`config.mk`:
```
export PLATFORM = sky130hd
export DESIGN_NAME = color_sensor_emulator_flat
export DESIGN_NICKNAME = d
export VERILOG_FILES = /design/src/rtl/color_sensor_emulator_if.sv /design/src/rtl/color_sensor_emulator.sv /design/src/flat_wrapper.sv
export SDC_FILE = /design/constraint.sdc
export NUM_CORES = 1
export LEC_CHECK = 0
export CORE_MARGIN = 5
export CORE_UTILIZATION = 45
export CTS_CLUSTER_SIZE = 14
export DETAILED_ROUTE_END_ITERATION = 10
export PLACE_DENSITY = 0.67
export SYNTH_ARGS = -nofsm -noshare
export SYNTH_HDL_FRONTEND = slang
export SYNTH_SLANG_ARGS = --single-unit
```
`constraint.sdc`:
```
create_clock -name clk -period 6.7 [get_ports clk]
set_clock_uncertainty 0.2 [all_clocks]
set_input_delay 1.34 -clock clk [delete_from_list [all_inputs] [get_ports clk]]
set_output_delay 1.34 -clock clk [all_outputs]
set_load 0.005 [all_outputs]
```
`src/rtl/color_sensor_emulator_if.sv`:
```
// Control and output signals between the colour-measurement logic and the
// light-to-frequency sensor emulator.
interface color_sensor_emulator_if #(
  parameter int CNT_W = 16
);
  logic             en;
  logic [1:0]       filter;
  logic             cfg_wr;
  logic [1:0]       cfg_sel;
  logic [CNT_W-1:0] cfg_half_period;
  logic             freq;
  logic             run;
  logic [15:0]      rise_cnt;

  modport master (
    output en, filter, cfg_wr, cfg_sel, cfg_half_period,
    input  freq, run, rise_cnt
  );

  modport slave (
    input  en, filter, cfg_wr, cfg_sel, cfg_half_period,
    output freq, run, rise_cnt
  );
endinterface

```
`src/rtl/color_sensor_emulator.sv`:
```
// Emulated light-to-frequency sensor: drives a square wave whose half-period
// is a runtime-programmable value selected by the filter input.
module color_sensor_emulator #(
  parameter int CNT_W         = 16,
  parameter int SETTLE_CYCLES = 8,
  parameter int HP_RED        = 50,
  parameter int HP_BLUE       = 40,
  parameter int HP_CLEAR      = 20,
  parameter int HP_GREEN      = 30
) (
  input  logic                     clk,
  input  logic                     reset,
  color_sensor_emulator_if.slave   bus
);

  typedef enum logic [1:0] {IDLE, SETTLE, RUN} state_t;

  localparam logic [CNT_W-1:0] HP_INIT [4] = '{
    CNT_W'(HP_RED), CNT_W'(HP_BLUE), CNT_W'(HP_CLEAR), CNT_W'(HP_GREEN)
  };
  localparam logic [CNT_W-1:0] SETTLE_LAST = CNT_W'(SETTLE_CYCLES - 1);

  state_t           state_reg;
  logic             freq_reg;
  logic             run_reg;
  logic [15:0]      rise_cnt_reg;
  logic [CNT_W-1:0] cnt_reg;
  logic [1:0]       filter_q_reg;
  logic [CNT_W-1:0] hp_reg [4];
  logic [CNT_W-1:0] hp_last;

  // Zero writes are dropped so every half-period stays at least one cycle.
  generate
    for (genvar gi = 0; gi < 4; gi++) begin : g_hp
      always_ff @(posedge clk) begin
        if (reset) begin
          hp_reg[gi] <= HP_INIT[gi];
        end else if (bus.cfg_wr && (bus.cfg_sel == 2'(gi)) &&
                     (bus.cfg_half_period != '0)) begin
          hp_reg[gi] <= bus.cfg_half_period;
        end
      end
    end
  endgenerate

  // Compared live so a rewrite of the active channel takes effect mid-period.
  assign hp_last = hp_reg[filter_q_reg] - CNT_W'(1);

  always_ff @(posedge clk) begin
    if (reset) begin
      state_reg    <= IDLE;
      freq_reg     <= 1'b0;
      run_reg      <= 1'b0;
      rise_cnt_reg <= '0;
      cnt_reg      <= '0;
      filter_q_reg <= 2'b00;
    end else if (!bus.en) begin
      state_reg <= IDLE;
      freq_reg  <= 1'b0;
      run_reg   <= 1'b0;
      cnt_reg   <= '0;
    end else begin
      case (state_reg)
        IDLE: begin
          state_reg    <= SETTLE;
          freq_reg     <= 1'b0;
          run_reg      <= 1'b0;
          filter_q_reg <= bus.filter;
          cnt_reg      <= '0;
          rise_cnt_reg <= '0;
        end
        SETTLE: begin
          freq_reg <= 1'b0;
          if (bus.filter != filter_q_reg) begin
            filter_q_reg <= bus.filter;
            cnt_reg      <= '0;
            rise_cnt_reg <= '0;
          end else if (cnt_reg == SETTLE_LAST) begin
            state_reg <= RUN;
            run_reg   <= 1'b1;
            cnt_reg   <= '0;
          end else begin
            cnt_reg <= cnt_reg + CNT_W'(1);
          end
        end
        RUN: begin
          if (bus.filter != filter_q_reg) begin
            state_reg    <= SETTLE;
            freq_reg     <= 1'b0;
            run_reg      <= 1'b0;
            filter_q_reg <= bus.filter;
            cnt_reg      <= '0;
            rise_cnt_reg <= '0;
          end else if (cnt_reg >= hp_last) begin
            freq_reg <= ~freq_reg;
            cnt_reg  <= '0;
            if (!freq_reg && (rise_cnt_reg != 16'hFFFF)) begin
              rise_cnt_reg <= rise_cnt_reg + 16'd1;
            end
          end else begin
            cnt_reg <= cnt_reg + CNT_W'(1);
          end
        end
        default: begin
          state_reg <= IDLE;
          freq_reg  <= 1'b0;
          run_reg   <= 1'b0;
          cnt_reg   <= '0;
        end
      endcase
    end
  end

  assign bus.freq     = freq_reg;
  assign bus.run      = run_reg;
  assign bus.rise_cnt = rise_cnt_reg;

endmodule

```
`src/flat_wrapper.sv`:
```
// flat-port wrapper written by rule: the top's interface ports become plain ports
module color_sensor_emulator_flat 
#(
  parameter int CNT_W         = 16,
  parameter int SETTLE_CYCLES = 8,
  parameter int HP_RED        = 50,
  parameter int HP_BLUE       = 40,
  parameter int HP_CLEAR      = 20,
  parameter int HP_GREEN      = 30
)
  (clk, reset, bus_en, bus_filter, bus_cfg_wr, bus_cfg_sel, bus_cfg_half_period, bus_freq, bus_run, bus_rise_cnt);
  color_sensor_emulator_if #(.CNT_W(CNT_W)) bus_i ();
  input  logic clk;
  input  logic reset;
  input wire logic [$bits(bus_i.en)-1:0] bus_en;
  input wire logic [$bits(bus_i.filter)-1:0] bus_filter;
  input wire logic [$bits(bus_i.cfg_wr)-1:0] bus_cfg_wr;
  input wire logic [$bits(bus_i.cfg_sel)-1:0] bus_cfg_sel;
  input wire logic [$bits(bus_i.cfg_half_period)-1:0] bus_cfg_half_period;
  output wire logic [$bits(bus_i.freq)-1:0] bus_freq;
  output wire logic [$bits(bus_i.run)-1:0] bus_run;
  output wire logic [$bits(bus_i.rise_cnt)-1:0] bus_rise_cnt;
  assign bus_i.en = bus_en;
  assign bus_i.filter = bus_filter;
  assign bus_i.cfg_wr = bus_cfg_wr;
  assign bus_i.cfg_sel = bus_cfg_sel;
  assign bus_i.cfg_half_period = bus_cfg_half_period;
  assign bus_freq = bus_i.freq;
  assign bus_run = bus_i.run;
  assign bus_rise_cnt = bus_i.rise_cnt;
  color_sensor_emulator #(.CNT_W(CNT_W), .SETTLE_CYCLES(SETTLE_CYCLES), .HP_RED(HP_RED), .HP_BLUE(HP_BLUE), .HP_CLEAR(HP_CLEAR), .HP_GREEN(HP_GREEN)) u_core (.clk(clk), .reset(reset), .bus(bus_i));
endmodule
```
Word level (Yosys, flattened, before mapping)
Memory sizes are Yosys's and may differ from the RTL's. A register that Yosys moved wholly into a read port is not among the register bits. Index checks and enable logic that the tools add are counted.

Bits in registers: 38. Bits in latches: 0. RAM bits: 64. Bits in read-only memories: 0. Bits of input ports: 24. Output and inout port bits: 18. Logic and storage cells: 94. Memories: 1.

Memories: u_core.hp_reg (depth 4, width 16, rd ports 1, clocked after Yosys merged registers in 1, write ports 4, line color_sensor_emulator.sv:29) `logic [CNT_W-1:0] hp_reg [4];`.

Add/subtract/negate cells: 3. Multiply operators: 0. Divide/modulo/power cells: 0. $lt $le $gt $ge: 1. Equality and inequality tests: 15. Shifts and indexed selects: 0. Mux-type cells: 40. Bitwise gates (word level): 7. Reductions and logical operators: 21.

Operator list (number): $mux W16 (12); $pmux W16 S3 (1); $add A16 B1 Y16 const B (2); $pmux W16 S2 (1); $mux W1 (17); $eq A16 B3 Y1 const B (1); $ge A16 B16 Y1 (1); $ne A16 B16 Y1 const B (1); $reduce_bool A16 Y1 (1); $sub A16 B1 Y16 const B (1); $mux W2 (6); $logic_and A1 B1 Y1 (9); $ne A2 B1 Y1 const B (4); $eq A2 B2 Y1 const B (3); $ne A3 B1 Y1 const B (2); $pmux W2 S3 (1); $reduce_and A3 Y1 (2); $reduce_and A5 Y1 (1); $eq A2 B1 Y1 const B (2); $logic_not A2 Y1 (2); $or A1 B1 Y1 (4); $pmux W2 S2 (1); $reduce_or A2 Y1 (2); $reduce_or A4 Y1 (1); 7 further kinds (9).

Longest topological paths before layout
Depth after elaboration: 7. Depth in mapped cells: 17. Gate-level depth less buffers: 14.

Worst setup path before layout
OpenSTA, ideal clock, no wires.

Kind: register -> register. Start point: register with a tool-made name. End point: register u_core.cnt_reg[10]. Library setup time: 0.132 ns. Arrival time: 4.024 ns. Data required time: 6.368 ns. Setup slack: 2.344 ns. Cell stages (with the launch flop): 16. Buffers on the path: 4. Period minus slack after synthesis: 4.356 ns. Cell sequence: dfxtp_1 -> clkbuf_1 -> clkbuf_1 -> mux4_1 -> or4_4 -> or3_1 -> xor2_1 -> ha_1 -> nand2_1 -> nor3_1 -> o311ai_0 -> and4_1 -> clkbuf_1 -> a32oi_1 -> clkbuf_1 -> nor3_1.

RTL lines: end signal: assignment (line color_sensor_emulator.sv:83) `cnt_reg <= cnt_reg + CNT_W'(1);`; end signal: assignment (line color_sensor_emulator.sv:101) `cnt_reg <= cnt_reg + CNT_W'(1);`; end: declaration (line color_sensor_emulator.sv:27) `logic [CNT_W-1:0] cnt_reg;`.

==> impl_metrics.yaml <==
status:
  status: "finished clean"
detailed_routing:
  via_count: 3843
  drc: 0
  routed_wirelength_um: 11500
  ant_nets: 0
  first_iter_violations: 292
  routedWlPerCell_um: 16.7
  first_pass_iters: 4
  viasPerCell: 5.57
worst_setup_path:
  crit_end: "u_core.bus.rise_cnt[0]"
  critical_path_required_ns: 6.75
  crit_fanout: 12
  cp.arrival_ns: 5.40
  cpPeakStageDelay_ns: 0.79
  r2r_end: "u_core.bus.rise_cnt[0]"
  reg2reg_slack_ns: 1.34
  crit_chain: "buf_4, mux4_2, nor2_4, nand3_2, or4_4, nor4_2, xnor2_1, ha_1, nand4_1, nor3_1, o311ai_0, and4_1, a21oi_1, mux2_2"
  end_kind: "register"
  critPathLaunchType: "register"
  rr_worst_depth: 14
  crit_slowest_cell: "a21oi_1"
  critical_path_class: "reg -> reg"
logic_synthesis:
  async_flop_share_pct: 0
  synth_warnings: 0
  netlist_instances: 500
  ys_top_cells_by_count: "edfxtp_1 (64), and2_1 (54), dfxtp_1 (39), nor2_1 (35), nor3_1 (27)"
  ys_ff_latch: 103
  yosysSeqAreaShare_pct: 49.1
  ys.flop_type: "edfxtp_1"
  yosysMostFrequentCell: "edfxtp_1"
  syn_area_um2: 5500
  synth_edf_count: 64
  syn_area_per_cell_um2: 11.0
  synth_top_area_share_pct: 34.9
  synth_cell_types: 51
  syn-num-nets: 547
  synth_area_leaders: "edfxtp_1 (35%), dfxtp_1 (14%), and2_1 (6.1%), mux4_1 (5.3%), ha_1 (5.2%)"
  yosysTopAreaCell: "edfxtp_1"
timing:
  rsz0062_at_grt: "false"
  setup_tns_ns: 0
  final-setup-viol-count: 0
  finalCritPeriodShare_pct: 79.9
  hold_viol: 0
  tightest_slew_ns: 1.09
  period_minus_slack_ns: 5.36
  max_freq_ghz: 0.187
  slew_viol_final: 0
  slew_headroom_pct: 26.9
floorplanning:
  dieArea_um2: 14500
  coreArea_um2: 12000
  die_w_um: 121
  rows: 40
  die_h_um: 121
  ioPinCount: 42
  start_util_pct: 45.8
worst_hold_path:
  hold_class: "reg -> reg"
place:
  io_buffers: 41
  finalWeightedCongestion: 0.818
  dpl.hpwl_um: 8240
cts:
  clk_latency_ns: 0.36
  ctsHoldBuffers: 0
  cts_tree: "done"
  postCtsResizedCells: 0
  cts.htree.levels: 3
  root_buffer: "clkbuf_16"
  numCtsBuffers: 9
  cts.sinks: 103
  path_clk_slew_ns: 0.07
  clockBufferDepth: 2
  postCtsSetupRepairBufs: 0
job:
  drv_cap: 0
global_routing:
  grt_max_degree: 31
  grt_first_pass_wirelength_um: 19100
  grt_pass1_vias: 3824
  overflow: 0
  antenna_found_initial: 0
  grt.total_usage_pct: 16.7
layout:
  syn_to_final_growth_pct: 15.8
  diodes: 0
  largest_reg_flops: 64
  drive_above_1_share_pct: 6.81
  final_net_count: 585
  fin_util_pct: 53.0
pwr:
  ir_worst_vdd_uv: 212
  p_per_area_nw_per_um2: 219
  p_leak_nw: 2.21
## cells by family (layout without fill, tap and decap cells)
family / after synthesis / in the layout / synth area share [%]
AND/OR/NAND/NOR: 235 / 235 / 23.7
AO/OA/AOI/OAI: 55 / 55 / 6.43
multiplexers: 20 / 20 / 8.05
adder cells (fa/ha/maj): 23 / 23 / 5.23
buffers and inverters: 33 / 76 / 2.57
flip-flops: 103 / 103 / 49.1
XOR/XNOR: 31 / 31 / 4.93
## final cells by class
cell class | instances | area [um^2]
sequential | 103 | 2700
multi-input combinational | 364 | 2670
inverter | 12 | 45.0
clock buffer | 9 | 225
timing repair buffer | 48 | 463
clock inverter | 7 | 77.6
tap | 147 | 184
fill | 1032 | 5640
## worst max-delay path, delay by kind of cell, from the launching register on
family	cells	cell delay, ns
AO/OA/AOI/OAI	2	1.00
adder cells (fa/ha/maj)	1	0.29
flip-flops	1	0.58
XOR/XNOR	1	0.11
multiplexers	2	1.00
AND/OR/NAND/NOR	7	1.76
buffers and inverters	1	0.29
## power breakdown
part           switching [mW]  total [mW]  internal [mW]
Combinational          0.0750       0.140         0.0655
Clock                   0.243       0.537          0.294
Sequential             0.0121       0.716          0.704
Total                   0.330        1.39           1.06
## worst min path at each step
stage                                  from                      end  cells after the start
floorplan                 u_core.cnt_reg[0]        u_core.cnt_reg[0]                      1
global placement    u_core.bus.rise_cnt[14]  u_core.bus.rise_cnt[14]                      2
detailed placement   u_core.bus.rise_cnt[1]   u_core.bus.rise_cnt[1]                      2
CTS                  u_core.bus.rise_cnt[1]   u_core.bus.rise_cnt[1]                      2
global route        u_core.bus.rise_cnt[14]  u_core.bus.rise_cnt[14]                      2
finish               u_core.bus.rise_cnt[1]   u_core.bus.rise_cnt[1]                      2
## routing by layer
metal	global-route usage, %	up-vias	wire, um
met2	28.2	68	5790
met4	5.81	0	155
met5	0	-	0
met3	4.30	13	430
met1	20.8	1843	5130
li1	-	1919	-
## per-stage QoR
stage | cell area [um^2] | total power, mW | hold WS, ns | cells | setup slack (ns)
3_3_place_gp | 6070 | 0.868 | 0.305 | 674 | 1.46
4_1_cts | 6370 | 1.41 | 0.326 | 690 | 1.27
2_1_floorplan | 5500 | 0.822 | 0.280 | 500 | 2.34
6_report | 6370 | 1.39 | 0.322 | 690 | 1.34
5_1_grt | 6370 | 1.45 | 0.357 | 690 | 0.877
3_5_place_dp | 6070 | 0.873 | 0.314 | 674 | 1.31
## cell usage in the layout (no fill, tap or decap), types with 3 or more instances in the layout
cell type        synthesis  final
nor4_1                   9      9
nand4_1                 12     12
clkbuf_16                0      9
clkinv_1                 2      3
a21oi_1                  7      7
and3_1                  11     11
mux4_1                  11     11
inv_1                   10     10
buf_4                    0      7
dfxtp_1                 39     39
nor2_1                  35     35
xnor2_1                 17     17
and2_1                  54     54
a31oi_1                 10     10
a211oi_1                 5      5
nor3_1                  27     25
mux4_2                   5      5
or3_1                    8      8
ha_1                    23     23
nor2b_1                  4      4
edfxtp_1                64     64
o21ai_0                 15     15
o21bai_1                 4      3
clkdlybuf4s50_1          0     41
nand2b_1                21     21
o31ai_1                  5      5
nand2_1                 25     25
nand3_1                 14     14
xor2_1                  14     14
mux2i_1                  3      3
(Power assumes the default switching activity.)
==> patch: new RTL, same flow settings <==
One comparison of `cnt_reg` changes from == to >=.
--- a/src/rtl/color_sensor_emulator.sv
+++ b/src/rtl/color_sensor_emulator.sv
@@ -77,3 +77,3 @@
             rise_cnt_reg <= '0;
-          end else if (cnt_reg == SETTLE_LAST) begin
+          end else if (cnt_reg >= SETTLE_LAST) begin
             state_reg <= RUN;
Formal check against the unedited RTL: no difference found for any inputs over 10 cycles, from zero or initial values and one cycle with reset high; that may be too few to reach the edited logic, so the function may still have changed.
==> patch against the original RTL <==
- cell area is 0.75% lower
- die area fell by 0.46%
- hold slack hardly changed
- via count grew 3.1%
- power decreased by 1.1%
- synthesized area decreased by 0.50%
- cell count decreased by 1.3%
- global-route usage increased by 0.95 points
- sequential cell count unchanged
- worst setup slack got worse by 0.0032 ns
- routed wire length increased by 6.6%
- largest power group unchanged
==> patch: results (changes against the original RTL) <==
Status
  – Outcome: complete, no violations (unchanged)

Setup path
  – Reg2reg setup slack: 1.34 ns (about the same)
  – WP data arrival: 5.37 ns (was 5.40 ns)
  – Worst reg2reg path endpoint: u_core.cnt_reg[9] (was u_core.bus.rise_cnt[0])
  – FF-to-FF path depth: 15 (was 14)
  – Critical Path Fanout Max: 16 (was 12)

Cells and area
  – Sequential share of cell area: 42.7% (was 42.4%)
  – Non-clk buf share: 6.61% (was 7.27%)
  – Nonclk buf count: 42 (was 48)
  – Fraction of area in multi-input gates: 42.2% (was 42.0%)
  – Non-clock inverters: 16 (was 12)
  – Final Cell Area: 0.00632 mm² (was 0.00637 mm²)
  – Final clock-cell share: 4.63% (was 4.75%)
  – Post-Layout Cell Count: 681 (was 690)
  – Fillers: 1036 (was 1032)
  – Multi-In Gates: 357 (was 364)
  – Post-layout net count: 576 (was 585)
  – Layout cell share with drive strength beyond 1: 9.74% (was 6.81%)

Place
  – Dpl cells: 665 (was 674)
  – GP Congestion: 0.845 (was 0.818)
  – Hpwl dp: 8880 µm (was 8240 µm)
  – Dpl cell area: 0.00603 mm² (was 0.00607 mm²)

Timing
  – Final Hold Slack: 0.322 ns (about the same)
  – Slew HR: 26.0% (was 26.9%)

Global route
  – Largest net degree at the start of global routing: 21 (was 31)
  – First-pass GRT wire length: 20100 µm (was 19100 µm)

Floorplanning
  – Floorplan core area: 0.0120 mm² (about the same)

Min path
  – WHS Path Cells: 1 (was 2)
  – Worst Hold End: u_core.bus.rise_cnt[15] (was u_core.bus.rise_cnt[1])
  – Hold path start: u_core.bus.rise_cnt[15] (was u_core.bus.rise_cnt[1])

Yosys
  – Top cells by area, synth: edfxtp_1 (35%), dfxtp_1 (14%), mux4_2 (6.6%) (was edfxtp_1 (35%), dfxtp_1 (14%), and2_1 (6.1%))
  – Total nets after synthesis: 538 (was 547)
  – Count of different cell masters after synthesis: 53 (was 51)
  – Portion of netlist area occupied by mux cells: 7.15% (was 8.05%)
  – XOR/XNOR Fraction of Synth Area: 4.96% (was 4.93%)
  – Synth top cells by count: edfxtp_1 (64), and2_1 (56), nor2_1 (41) (was edfxtp_1 (64), and2_1 (54), dfxtp_1 (39))
  – Sequential element share of the synthesized area: 49.3% (was 49.1%)
  – YS warnings: 0 (unchanged)
  – Compound-Gate Fraction of Synth Area: 7.72% (was 6.43%)
  – Adder-cell share of the synthesized area: 5.25% (was 5.23%)

Detailed routing
  – WL met1: 5370 µm (was 5130 µm)
  – Vias: 3963 (was 3843)
  – Initial drt markers: 287 (was 292)
  – Mean routed wirelength per cell: 18.0 µm (was 16.7 µm)
  – Met2 routed WL: 6130 µm (was 5790 µm)

Power
  – Worst vdd ir: 0.000132 V (was 0.000212 V)
  – Static leakage: 0.00211 µW (was 0.00221 µW)
-- patch: changes by cell type after synthesis, moves of 7 or more --
cell | unedited run | this run
o211ai_1 | 1 | 9
mux4_1 | 11 | 0
a31oi_1 | 10 | 2
nor3_1 | 27 | 10
mux4_2 | 5 | 16
nand2b_1 | 21 | 9
clkbuf_1 | 19 | 12
-- patch: power by group --
part	switching (µW)	total (µW)	leakage [µW]	internal (µW)
sequential	14.8	719	0.000945	705
clock	258	521	0.000142	263
combinational	73.5	138	0.00102	64.1
-- patch: cells by family after synthesis --
group                      after synthesis
and+or+nand+nor                        223
DFF                                    103
AOI/OAI and AO/OA                       61
xor gates and xnor gates                31
buffers and inverters                   31
adders and majority gates               23
muxes                                   19
-- patch: how the worst max path moves through the flow --
stage	startpoint	end	slack [ns]
floorplan	flop	u_core.cnt_reg[10]	1.95
global route	flop	u_core.cnt_reg[8]	0.92
detailed placement	flop	u_core.cnt_reg[8]	1.28
CTS	flop	u_core.cnt_reg[9]	1.25
global placement	flop	u_core.cnt_reg[5]	1.44
finish	flop	u_core.cnt_reg[9]	1.34
-- patch: critical path, cell delays in order, from the launching register on --
cell       delay [ns]
dfxtp_1          0.84
mux4_2           0.61
inv_1            0.10
ha_1             0.18
nand2b_1         0.08
or3_4            0.34
or2_4            0.26
nor3_2           0.20
xnor2_1          0.09
ha_1             0.29
nand4_1          0.10
or3_1            0.43
nor4_2           0.58
nor4_4           0.16
o2111ai_2        0.62
nor2_1           0.12
-- patch: metal layers --
layer / vias to the layer above / global-route usage [%]
met5: - / 0
met4: 0 / 6.59
met3: 18 / 3.65
met2: 108 / 29.9
met1: 1920 / 22.4
li1: 1917 / -
